**src/rtl/shift_left_two.sv**
```systemverilog
// rtl/shift_left_two.sv - registered shift-left-by-SHIFT stage with 2-entry skid buffer.
// Define SHIFT_LEFT_TWO_LOST_BITS_EN to enable lost_bits detection; otherwise lost_bits is tied to 0.
module shift_left_two #(
  parameter int WIDTH = 32,
  parameter int SHIFT = 2
) (
  input  logic             clk,
  input  logic             rst_n,
  input  logic [WIDTH-1:0] data_in,
  input  logic             in_valid,
  output logic             in_ready,
  output logic [WIDTH-1:0] data_out,
  output logic             out_valid,
  input  logic             out_ready,
  output logic             lost_bits
);

  logic [WIDTH-1:0] out_data_q, out_data_d;
  logic [WIDTH-1:0] skid_data_q, skid_data_d;
  logic             out_valid_q, out_valid_d;
  logic             skid_valid_q, skid_valid_d;
  logic             in_ready_q, in_ready_d;
  logic             accept, out_free;
  logic             load_out_in, load_out_skid, load_skid;
  logic [WIDTH-1:0] shifted;

  // Logical shift: upper SHIFT bits fall off, low SHIFT bits fill with zero.
  assign shifted = data_in << SHIFT;

  always_comb begin
    accept        = in_valid && in_ready_q;
    out_free      = !out_valid_q || out_ready;
    load_out_in   = accept && out_free;
    load_skid     = accept && !out_free;
    // in_ready is low whenever the skid holds a word, so this never coincides with accept.
    load_out_skid = skid_valid_q && out_ready;

    out_valid_d  = out_valid_q;
    skid_valid_d = skid_valid_q;
    if (load_out_skid) begin
      skid_valid_d = 1'b0;
    end else if (load_out_in) begin
      out_valid_d = 1'b1;
    end else if (load_skid) begin
      skid_valid_d = 1'b1;
    end else if (out_valid_q && out_ready) begin
      out_valid_d = 1'b0;
    end
    in_ready_d = !skid_valid_d;

    out_data_d  = out_data_q;
    skid_data_d = skid_data_q;
    if (load_out_skid) begin
      out_data_d = skid_data_q;
    end else if (load_out_in) begin
      out_data_d = shifted;
    end
    if (load_skid) begin
      skid_data_d = shifted;
    end
  end

  always_ff @(posedge clk or negedge rst_n) begin
    if (!rst_n) begin
      out_data_q   <= '0;
      skid_data_q  <= '0;
      out_valid_q  <= 1'b0;
      skid_valid_q <= 1'b0;
      in_ready_q   <= 1'b0;
    end else begin
      out_data_q   <= out_data_d;
      skid_data_q  <= skid_data_d;
      out_valid_q  <= out_valid_d;
      skid_valid_q <= skid_valid_d;
      in_ready_q   <= in_ready_d;
    end
  end

`ifdef SHIFT_LEFT_TWO_LOST_BITS_EN
  logic lost_in;
  logic out_lost_q, out_lost_d;
  logic skid_lost_q, skid_lost_d;

  assign lost_in = |data_in[WIDTH-1 -: SHIFT];

  always_comb begin
    out_lost_d  = out_lost_q;
    skid_lost_d = skid_lost_q;
    if (load_out_skid) begin
      out_lost_d = skid_lost_q;
    end else if (load_out_in) begin
      out_lost_d = lost_in;
    end
    if (load_skid) begin
      skid_lost_d = lost_in;
    end
  end

  always_ff @(posedge clk or negedge rst_n) begin
    if (!rst_n) begin
      out_lost_q  <= 1'b0;
      skid_lost_q <= 1'b0;
    end else begin
      out_lost_q  <= out_lost_d;
      skid_lost_q <= skid_lost_d;
    end
  end

  assign lost_bits = out_lost_q;
`else
  assign lost_bits = 1'b0;
`endif

  assign data_out  = out_data_q;
  assign out_valid = out_valid_q;
  assign in_ready  = in_ready_q;

endmodule

```
**config.mk**
```make
export PLATFORM = sky130hd
export DESIGN_NAME = shift_left_two
export DESIGN_NICKNAME = d
export VERILOG_FILES = /design/src/rtl/shift_left_two.sv
export SDC_FILE = /design/constraint.sdc
export NUM_CORES = 1
export LEC_CHECK = 0
export BUFFER_PORTS_ARGS = -buffer_cell sky130_fd_sc_hd__buf_2
export CORE_AREA = 2 2 99 101
export CTS_BUF_LIST = sky130_fd_sc_hd__clkbuf_2 sky130_fd_sc_hd__clkbuf_4 sky130_fd_sc_hd__clkbuf_8
export CTS_CLUSTER_SIZE = 25
export DETAILED_ROUTE_END_ITERATION = 16
export DIE_AREA = 0 0 101 103
export PLACE_DENSITY = 0.5
export SYNTH_ARGS = -nofsm -noshare
export SYNTH_HDL_FRONTEND = slang
export SYNTH_SLANG_ARGS = --single-unit
```
**constraint.sdc**
```tcl
create_clock -name clk -period 1.55 [get_ports clk]
set_input_delay 0.31 -clock clk [delete_from_list [all_inputs] [get_ports clk]]
set_output_delay 0.31 -clock clk [all_outputs]
set_load 0.03 [all_outputs]
```
# ---- Yosys cells after proc, flatten, opt, wreduce, memory -nomap -nowiden
# Index checks and enable logic that the tools add are counted.
dict set report totals {
  reg_bits 65
  latch_bits 0
  ramBits 0
  rom_bits 0
  input_bits 36
  n_memories 0
}
dict set report op_classes {
  addsub 0
  mul 0
  div 0
  magnitude_cmp 0
  eq_ne 1
  n_shift 0
  muxes 8
  bitwise 1
  n_reduce_logical 12
}
# operator count
set op_table {}
lappend op_table {{$mux 32} 2}
lappend op_table {{$mux 1} 6}
lappend op_table {{$logic_and 1x1->1} 5}
lappend op_table {{$reduce_bool 2->1} 2}
lappend op_table {{$logic_not 1->1} 3}
lappend op_table {{$reduce_and 3->1} 1}
lappend op_table {{$ne 2x2->1 const B} 1}
lappend op_table {{$logic_or 1x1->1} 1}
lappend op_table {{$not 1->1} 1}

# ---- Longest topological paths before layout
# Gate-level depths: netlist of the first run.
dict set report logic_depth {
  depth_word 8
  mapped_depth 4
  mapped_depth_nobuf 3
}

# ---- Worst setup path before layout of the first run
# OpenSTA, ideal clock, no wires.
dict set report synth_timing {
  path_kind {reg2reg}
  start {reg out_valid_q (netlist: out_valid)}
  end {reg out_data_q[10] (netlist: data_out[10])}
  setup_ps 125
  arrival_time_ps 1387
  required_ps 1425
  slack_ps 38
  path_stages_with_launch 5
  n_path_buf 1
  path_cell_list {dfrtp_1 -> nor2b_1 -> o21ai_1 -> buf_2 -> mux2_2}
}
dict set report synth_via {
  elab_chain_cells 4
}
# item line_no
set synth_lines {}
lappend synth_lines {{start: declaration} 20} ;# logic out_valid_q, out_valid_d;
lappend synth_lines {{start signal: assignment} 73} ;# out_valid_q <= out_valid_d;
lappend synth_lines {{$logic_not 1->1} 32} ;# out_free = !out_valid_q || out_ready;
lappend synth_lines {{$logic_or 1x1->1} 32}
lappend synth_lines {{$logic_and 1x1->1} 33} ;# load_out_in = accept && out_free;
lappend synth_lines {{$reduce_bool 2->1 (no source line)} --}
lappend synth_lines {{end signal: assignment} 71} ;# out_data_q <= out_data_d;
lappend synth_lines {{end: declaration} 18} ;# logic [WIDTH-1:0] out_data_q, out_data_d;
# No other way between the ends.
# A chain may end at the register's enable or synchronous reset.

# ---- Final worst setup path of the first run
dict set report layout_timing {
  start {reg skid_valid_q}
  end {reg out_data_q[31] (netlist: data_out[31])}
}
dict set report layout_via {
  elab_chain_cells 2
  word_cells_on_any_way 3
  cone_classes {mux (1); reduce/logical (2)}
}
# item line_no
set layout_lines {}
lappend layout_lines {{start: declaration} 21} ;# logic skid_valid_q, skid_valid_d;
lappend layout_lines {{start signal: assignment} 74} ;# skid_valid_q <= skid_valid_d;
lappend layout_lines {{$logic_and 1x1->1 (*)} 36} ;# load_out_skid = skid_valid_q && out_ready;
lappend layout_lines {{$mux 32 / $reduce_bool 2->1 (equally long branches)} --}
# Mark *: on every way between the ends. The rest lies on a longest branch, timed or not.

==> results.md, run 1 <==
* Worst path slowest cell: dfrtp_1
* Max Fclk at 0.6850 GHz
* Total GRT Usage at 0.1120
* RSZ-0062 raised after global routing: false
* Distinct cells, synth at 15
* Vias in the first global route at about 1700
* Die X at 101 µm
* Worst EP required at 1760 ps
* Drt wl/cell at 14.35 µm
* Fillers at 927
* # DRC at 0
* Initial Util at 0.2874
* Ranking of synthesized cells by area: dfrtp_1 58%, mux2_2 36%, buf_2 1.7%
* Post-route setup TNS at 0 ps
* Sw Share at 0.3338
* Worst-Skew Late Latency at 330 ps
* Internal cell power at 4.152 mW
* Final ANT Viol Nets at 0
* Area leader, netlist: dfrtp_1
* Post-CTS Setup Bufs at 0
* P_leak at 1.602 nW
* IO buf count at 65
* Final Hold Fails at 0
* Clk buf depth at 2
* Drt first pass iters at 2
* PwrDens at 1768 nW/µm²
* First-pass GRT wire length at 8666 µm
* Delay-heaviest family, CP: multiplexers
* Floorplan Core Area at 9459 µm²
* DRT iter0 DRCs at 18
* Max VDD drop at a little under 0.0008 V
* Finished Layout Cells at 373
* Sink Count at 63
* Inserted Clock Buffers at 9
* WS Path Type: register to register
* Synth top area share at 0.5798
* Final Setup Violations at 0
* Root Driver: clkbuf_8
* Grt ovf at 0
* Die ar. at 10400 µm²
* WL final at 5352 µm
* Arr. time, crit path at around 1700 ps
* Proportion of power drawn by flip-flops and latches at 0.417
* RePlAce Congestion at approximately 0.66
* Worst hold slack at 214.3 ps
* Ports at 71
* Syn Std Cell Area at between 2000 and 3000 µm²
* CTS clk-pin slew, worst paths at 60 ps
* Seq/Total Area, Yosys at 0.5798
* Cells after Synth at 178
* # placed instances at 356
* Yosys warns at 0
* Die Ht at 103 µm
* Max_cap viols at 0
* TritonCTS clock tree: done
* Rows at 36
* Worst Skew at 8.174 ps
* Commonest cells after routing, fill and taps aside: 87 x mux2_2, 65 x buf_2, 63 x dfrtp_1
* #FFs+latches synth at 63
* Crit path largest cell delay at 410 ps
* Max-slew violation count at 0
* # H-tree levels at 3
* Clk pwr share at 0.240
* Syn_area_per_cell at roughly 15 µm²
* WP buf/inv at 1
* CP Cell Sequence: nand2_2 > buf_12 > mux2_2 > mux2_1
* P_sw at around 2.1 mW
* Hold Crit Class: input port to register
* Dpl hpwl at about 3800 µm
* Outcome: finished, final reports clean
* Endpoint type of the worst setup path: register
* Initial antenna violation count at 0
* Comb pwr share at 0.343
* Number of diodes at 0
* Vias per inst at 4.509
* Vias at about 1700
* Final Power at approximately 6.2 mW
* Commonest non-fill, non-tap cell in the layout: mux2_2
* Synthesis-to-layout area growth at 29.68%
* CP Max Fanout at 16
* Final min period at roughly 1500 ps
* Final net count at 290
* Share of post-route cells with drive strength above 1 at 0.6988
* Largest net degree at the start of global routing at 25
* Startpoint types: register
* Tcrit/Tclk final at 0.9419
[flip-flops by register name (all words and copies together) (netlist names)]
register / flops
data_out: 30
skid_data_q: 30
out_valid: 1
skid_valid_q: 1
in_ready: 1
[stage by stage]
step | worst slack (ps) | util | cell area (µm²)
final | 90.11 | 0.3728 | 3526
after global routing | 13.81 | 0.3728 | 3526
after CTS | 17.68 | 0.3725 | 3523
after detailed placement | -15.87 | 0.3489 | 3301
after global placement | 2.081 | 0.3489 | 3301
after floorplan | 37.94 | - | 2726
[worst reg2reg max path, cell delays in order (launching register included)]
cell and delay (ps):
dfrtp_1 410, nand2_2 130, buf_12 170, mux2_2 340, mux2_1 290
[worst paths after layout]
path,from,cells past startpoint,slack (ps),to
max,skid_valid_q,4,90,data_out[31]
min,data_in[6],2,210,skid_data_q[8]
max reg2reg,skid_valid_q,4,90,data_out[31]
min reg2reg,data_out[31],1,480,data_out[31]
max in group asynchronous,rst_n,3,600,skid_data_q[23]
min in group asynchronous,rst_n,2,460,data_out[6]
[power groups by stage]
| stage | sequential [mW] | combinational (mW) | clock (mW) |
|---|---|---|---|
| after floorplan | 3.23 | 0.866 | 0 |
| after global placement | 2.61 | 2.15 | 0 |
| after detailed placement | 2.64 | 2.18 | 0 |
| after CTS | 2.61 | 2.18 | 1.56 |
| after global routing | 2.69 | 2.30 | 1.65 |
| final | 2.60 | 2.14 | 1.50 |
[layout make-up]
type	count	area, µm²	area share
Clock buffer	13	172.7	0.04897
Clock inverter	3	40.04	0.01136
Inverter	2	7.507	0.002129
Multi-Input combinational cell	103	1096	0.3109
Sequential cell	63	1577	0.4471
Tap cell	114	142.6	0.04045
Timing Repair Buffer	75	490.5	0.1391
[cells by family after synthesis]
family	synth area share
AOI/OAI and AO/OA	0.01012
buffers and inverters	0.02761
DFF	0.5798
muxes	0.3728
other	0.001379
and+or+nand+nor	0.008283
[metal layers]
layer,up-vias,part of all wire,GRT usage
met5,-,0,0
met4,0,0.015,0.04366
met3,7,0.084,0.05492
met2,46,0.45,0.1646
met1,849,0.45,0.1419
li1,780,-,-
[what timing repair did]
action	4_1_cts	5_1_grt
hold buffers	1	0
hold endpoints to repair	16	0
gates resized for setup	0	1
endpoints found under the setup margin	0	13
[synthesized netlist by cell type]
library cell and count:
nand3_1 1, mux2_1 3, conb_1 1, o21ai_0 2, a21oi_1 1, nor2b_1 1, buf_2 9, nand2_1 2
buf_4 3, nor2_1 1, mux2_2 87, o21ai_1 1, inv_1 2, a21boi_0 1, dfrtp_1 63
(Power assumes the default switching activity.)
==> run 2: changes to the inputs <==
CTS_BUF_LIST = sky130_fd_sc_hd__clkbuf_8   (was sky130_fd_sc_hd__clkbuf_2 sky130_fd_sc_hd__clkbuf_4 sky130_fd_sc_hd__clkbuf_8)
==> results.md, run 2 (synthesis results as in run 1) <==
* Fillers at 927 (unchanged)
* Share of post-route cells with drive strength above 1 at 0.6950 (was 0.6988)
* Tcrit/Tclk final at 0.9419 (unchanged)
* Synthesis-to-layout area growth at 29.54% (was 29.68%)
* Commonest non-fill, non-tap cell in the layout: mux2_2 (unchanged)
* Floorplan Core Area at 9459 µm² (unchanged)
* CTS clk-pin slew, worst paths at 60 ps (about the same)
* Dpl hpwl at 3805 µm (unchanged)
* Total GRT Usage at 0.1120 (unchanged)
* First-pass GRT wire length at 8666 µm (unchanged)
* Final ANT Viol Nets at 0 (unchanged)
* Initial antenna violation count at 0 (unchanged)
* Outcome: finished, final reports clean (unchanged)
* Max VDD drop at 0.0007800 V (about the same)
* WL final at 5352 µm (unchanged)
* FF-to-FF path depth at 4 (unchanged)
* CP Max Fanout at 16 (unchanged)
* Worst hold slack at 214.3 ps (unchanged)
* Vias in the first global route at 1667 (unchanged)
* P_leak at 1.603 nW (was 1.602 nW)
* Worst hold start: data_in[6] (unchanged)
* Hold Crit Class: input port to register (unchanged)
* Largest net degree at the start of global routing at 25 (unchanged)
* # DRC at 0 (unchanged)
* Final min period at 1460 ps (unchanged)
* Inserted Clock Buffers at 9 (unchanged)
* R2r startpoint: skid_valid_q (unchanged)
* Root Driver: clkbuf_8 (unchanged)
* Post-route cell area at 3522 µm² (was 3526 µm²)
* R2R Path End: data_out[31] (unchanged)
* RSZ-0062 raised after global routing: false (unchanged)
* Final Setup Violations at 0 (unchanged)
* Grt ovf at 0 (unchanged)
* Die X at 101 µm (unchanged)
* IO buf count at 65 (unchanged)
* DRT iter0 DRCs at 18 (unchanged)
* Max-slew violation count at 0 (unchanged)
* TritonCTS clock tree: done (unchanged)
* Arr. time, crit path at 1670 ps (about the same)
* Die ar. at 10400 µm² (unchanged)
* RePlAce Congestion at 0.6591 (unchanged)
* Reg area at 1577 µm² (unchanged)
* PwrDens at 1763 nW/µm² (was 1768 nW/µm²)
* Rows at 36 (unchanged)
* Vias per inst at 4.509 (unchanged)
* Hold path depth at 2 (unchanged)
* Drt first pass iters at 2 (unchanged)
* Ports at 71 (unchanged)
* Final Hold Fails at 0 (unchanged)
* Post-route setup TNS at 0 ps (unchanged)
* Initial Util at 0.2874 (unchanged)
* Worst-Skew Late Latency at 330 ps (about the same)
* Hold endpoint: skid_data_q[8] (unchanged)
* Drt wl/cell at 14.35 µm (unchanged)
* Endpoint type of the worst setup path: register (unchanged)
* DP Area at 3301 µm² (unchanged)
* Sink Count at 63 (unchanged)
* Worst reg-to-reg setup slack at 90 ps (about the same)
* Die Ht at 103 µm (unchanged)
* Vias at 1682 (unchanged)
* Clk buf depth at 2 (unchanged)
* Max Fclk at 0.6850 GHz (unchanged)
* # H-tree levels at 3 (unchanged)
* Max_cap viols at 0 (unchanged)
* WS Path Type: register to register (unchanged)
* Final Power at 6.209 mW (was 6.232 mW)
* Worst EP required at 1760 ps (about the same)
* Final net count at 290 (unchanged)
* Commonest cells after routing, fill and taps aside: 87 x mux2_2, 65 x buf_2, 63 x dfrtp_1 (unchanged)
* Number of diodes at 0 (unchanged)
* Startpoint types: register (unchanged)
* Multi-input gate area at 1096 µm² (unchanged)
* Worst Skew at 8.174 ps (unchanged)
* Final core utilization at 0.3724 (was 0.3728)
run 2: worst max-delay path by stage:
stage                     slack [ps]  depth (start not counted)        endpoint    startpoint
final                             90                          4    data_out[31]  skid_valid_q
after global routing              10                          5    data_out[23]  skid_valid_q
after CTS                         20                          4  skid_data_q[8]     out_valid
after detailed placement         -20                          5  skid_data_q[8]     out_ready
after global placement             2                          5  skid_data_q[8]     out_ready
after floorplan                   40                          4    data_out[10]     out_valid
run 2: cell type report:
type                    count  share of cell area
well taps                 114             0.04050
clock buffers              12             0.04689
multi-input cells         103              0.3112
clock inverters             4             0.01243
repair buffers             75              0.1393
inverters                   2            0.002131
flip-flops and latches     63              0.4476
run 2: stage by stage:
stage,cells,setup WS [ps]
after floorplan,180,37.94
after global placement,356,2.081
after detailed placement,356,-15.87
after CTS,373,17.68
after global routing,373,13.81
final,373,90.11
run 2: power breakdown:
part	switching (mW)	leakage (nW)	internal, mW	total [mW]
registers	0.299	0.740	2.30	2.60
logic	1.17	0.749	0.967	2.14
clock network	0.611	0.114	0.864	1.47
run 2: repair_timing:
action / 4_1_cts / 5_1_grt
hold endpoints to repair: 16 / 0
endpoints found under the setup margin: 0 / 13
setup buffers: 0 / 0
hold buffers: 1 / 0
gates resized for setup: 0 / 1
run 2: routing by layer:
layer  vias to the layer above  track usage  part of all wire
met3                         7      0.05492             0.084
met2                        46       0.1646              0.45
li1                        780            -                 -
met5                         -            0                 0
met1                       849       0.1419              0.45
met4                         0      0.04366             0.015
run 2: critical path, cell delays in order (launching register included):
cell and delay, ps:
dfrtp_1 410, nand2_2 130, buf_12 170, mux2_2 340
mux2_1 290
==> run 3: changes to the inputs <==
ABC_AREA = 1   (was unset)
CORE_AREA = 2 2 113 93   (was 2 2 99 101)
DIE_AREA = 0 0 115 95   (was 0 0 101 103)
PLACE_DENSITY = 0.52   (was 0.5)
clock period = 1.2 ns   (was 1.55 ns; I/O delays follow)
==> results.md, run 3 <==
* Tcrit/Tclk final at 0.9695
* WL final at 6663 µm (was 5352 µm)
* WP buf/inv at 1 (unchanged)
* Most numerous cell in the Yosys netlist: nand2_1 (was mux2_2)
* Seq/Total Area, Yosys at 0.5517 (was 0.5798)
* Inserted Clock Buffers at 9 (unchanged)
* WS Path Type: register to output port (was register to register)
* CTS clk-pin slew, worst paths at 70 ps (was 60 ps)
* Post-CTS Setup Bufs at 0 (unchanged)
* #FFs+latches synth at 63 (unchanged)
* Max VDD drop at 0.0008816 V (was 0.0007800 V)
* CP Cell Sequence: buf_2 (was nand2_2 > buf_12 > mux2_2 > mux2_1)
* Sink Count at 63 (unchanged)
* Worst Skew at 11.07 ps (was 8.174 ps)
* RePlAce Congestion at 0.7001 (was 0.6591)
* Share of post-route cells with drive strength above 1 at 0.2085 (was 0.6950)
* Yosys warns at 0 (unchanged)
* Hold Crit Class: input port to register (unchanged)
* First-pass GRT wire length at 11010 µm (was 8666 µm)
* Synthesis-to-layout area growth at 24.65% (was 29.54%)
* Worst path slowest cell: dfrtp_2 (was dfrtp_1)
* P_sw at 2.848 mW (was 2.081 mW)
* Die Ht at 95 µm (was 103 µm)
* Proportion of power drawn by flip-flops and latches at 0.431 (was 0.418)
* Final Hold Fails at 0 (unchanged)
* Final core utilization at 0.3595 (was 0.3724)
* Die X at 115 µm (was 101 µm)
* Cells after Synth at 375 (was 178)
* Max-slew violation count at 0 (unchanged)
* Initial Util at 0.2884 (was 0.2874)
* Delay-heaviest family, CP: flip-flops (was multiplexers)
* Drt wl/cell at 11.73 µm (was 14.35 µm)
* Largest net degree at the start of global routing at 64 (was 25)
* Synth async-reset ratio at 1.000 (unchanged)
* Final Setup Violations at 0 (unchanged)
* Initial antenna violation count at 0 (unchanged)
* Commonest non-fill, non-tap cell in the layout: nand2_1 (was mux2_2)
* Number of diodes at 0 (unchanged)
* # DRC at 0 (unchanged)
* Grt ovf at 0 (unchanged)
* Final net count at 477 (was 290)
* Ranking of synthesized cells by area: dfrtp_1 55%, nand2_1 25%, nand3_1 5.3% (was dfrtp_1 58%, mux2_2 36%, buf_2 1.7%)
* Number of enable flip-flop cells after synthesis at 0 (unchanged)
* Commonest cells after routing, fill and taps aside: 191 x nand2_1, 65 x buf_2, 61 x dfrtp_1 (was 87 x mux2_2, 65 x buf_2, 63 x dfrtp_1)
* Synth top cells by count: 191 x nand2_1, 63 x dfrtp_1, 32 x inv_1 (was 87 x mux2_2, 63 x dfrtp_1, 9 x buf_2)
* Final ANT Viol Nets at 0 (unchanged)
* Area leader, netlist: dfrtp_1 (unchanged)
* Sw Share at 0.3803 (was 0.3351)
* Total GRT Usage at 0.1314 (was 0.1120)
* Internal cell power at 4.639 mW (was 4.128 mW)
* Distinct cells, synth at 13 (was 15)
* Final min period at 1163 ps
* Ports at 71 (unchanged)
* Root Driver: clkbuf_8 (unchanged)
* Outcome: finished, final reports clean (unchanged)
* Worst EP required at 960 ps (was 1760 ps)
* Synth top area share at 0.5517 (was 0.5798)
* Worst-Skew Late Latency at 330 ps (about the same)
* Clk buf depth at 2 (unchanged)
* P_leak at 2.079 nW (was 1.603 nW)
* RSZ-0062 raised after global routing: true (was false)
* TritonCTS clock tree: done (unchanged)
* Vias in the first global route at 2268 (was 1667)
* Syn_area_per_cell at 7.621 µm² (was 15.27 µm²)
* Vias at 2382 (was 1682)
* Rows at 33 (was 36)
* PwrDens at 2102 nW/µm² (was 1763 nW/µm²)
* Max_cap viols at 0 (unchanged)
* Syn Std Cell Area at 2858 µm² (was 2719 µm²)
* CP Max Fanout at 4 (was 16)
* Floorplan Core Area at 9910 µm² (was 9459 µm²)
* Startpoint types: register (unchanged)
* DRT iter0 DRCs at 119 (was 18)
* Dpl hpwl at 4317 µm (was 3805 µm)
* Worst hold slack at 165.7 ps (was 214.3 ps)
* Prevailing post-synth register cell: dfrtp_1 (unchanged)
* Endpoint type of the worst setup path: output port (was register)
* IO buf count at 65 (unchanged)
* Crit path largest cell delay at 420 ps (was 410 ps)
* Max Fclk at 0.8595 GHz
* Drt first pass iters at 4 (was 2)
* Comb pwr share at 0.329 (was 0.344)
* Vias per inst at 4.194 (was 4.509)
* Clk pwr share at 0.240 (was 0.238)
* Arr. time, crit path at 920 ps (was 1670 ps)
* Die ar. at 10930 µm² (was 10400 µm²)
* # H-tree levels at 3 (unchanged)
-- run 3: changes by cell type in the layout (fill, tap and decap cells not counted), moves of 6 or more --
cell,previous run,this run
nand2_1,1,191
mux2_2,87,0
inv_1,3,35
nand3_1,0,30
o21ai_0,2,29
buf_4,2,8
-- run 3: repair_timing --
item,in CTS,in global routing
hold buffers,1,0
endpoints found under the setup margin,0,16
hold endpoints to repair,63,0
gates resized for setup,0,0
-- run 3: worst reg2reg max path: stages (launching register included) --
cell and delay (ps):
dfrtp_2 410, nand2_1 80, inv_1 50, nand2_1 50, nand2_1 80, buf_4 200
nand2_1 70, nand2_1 50
-- run 3: layer usage --
layer / share of wire / global-route usage
met4: 0.017 / 0.04418
met2: 0.44 / 0.2069
met1: 0.49 / 0.1732
met3: 0.051 / 0.03915
met5: 0 / 0
-- run 3: final timing paths --
path / start / end / slack (ps) / depth (start not counted)
worst max-delay path: out_valid / out_valid / 40 / 1
worst min-delay path: data_in[8] / skid_data_q[10] / 170 / 3
worst max register to register: in_ready / data_out[30] / 100 / 7
worst min register to register: data_out[17] / data_out[17] / 470 / 2
max in group asynchronous: rst_n / in_ready / 420 / 3
min in group asynchronous: rst_n / data_out[22] / 440 / 3
-- run 3: cells by family (layout without fill, tap and decap cells) --
| logic type | count (synthesis) | after routing | share of synthesized area |
|---|---|---|---|
| simple gates | 222 | 222 | 0.3056 |
| flops | 63 | 63 | 0.5517 |
| buf+inv | 58 | 127 | 0.08712 |
| compound gates | 31 | 31 | 0.05429 |
| other cells | 1 | 3 | 0.001312 |
-- run 3: power groups by stage --
stage	combinational, mW	clock (mW)	sequential, mW
floorplan	0.965	0	3.96
global placement	2.48	0	3.24
detailed placement	2.51	0	3.26
CTS	2.52	1.87	3.23
global route	2.75	1.97	3.32
finish	2.46	1.80	3.23
-- run 3: per-stage QoR --
stage	instances	cell area (µm²)	total power, mW	setup WS [ps]	TNS [ps]
2_1_floorplan	377	2868	4.924	81.64	0
3_3_place_gp	551	3361	5.722	93.81	0
3_5_place_dp	551	3361	5.765	81.77	0
4_1_cts	568	3562	7.625	6.503	0
5_1_grt	568	3562	8.033	-25.73	-232.8
6_report	568	3562	7.487	36.60	0
-- run 3: cell type report --
| type | instances | area (µm²) |
|---|---|---|
| Sequential cell | 63 | 1579 |
| Fill cell | 1078 | 6347 |
| Tap cell | 122 | 152.6 |
| Inverter | 33 | 123.9 |
| Clock buffer | 10 | 137.6 |
| Multi-Input combinational cell | 256 | 1040 |
| Timing Repair Buffer | 78 | 475.5 |
| Clock inverter | 6 | 53.80 |
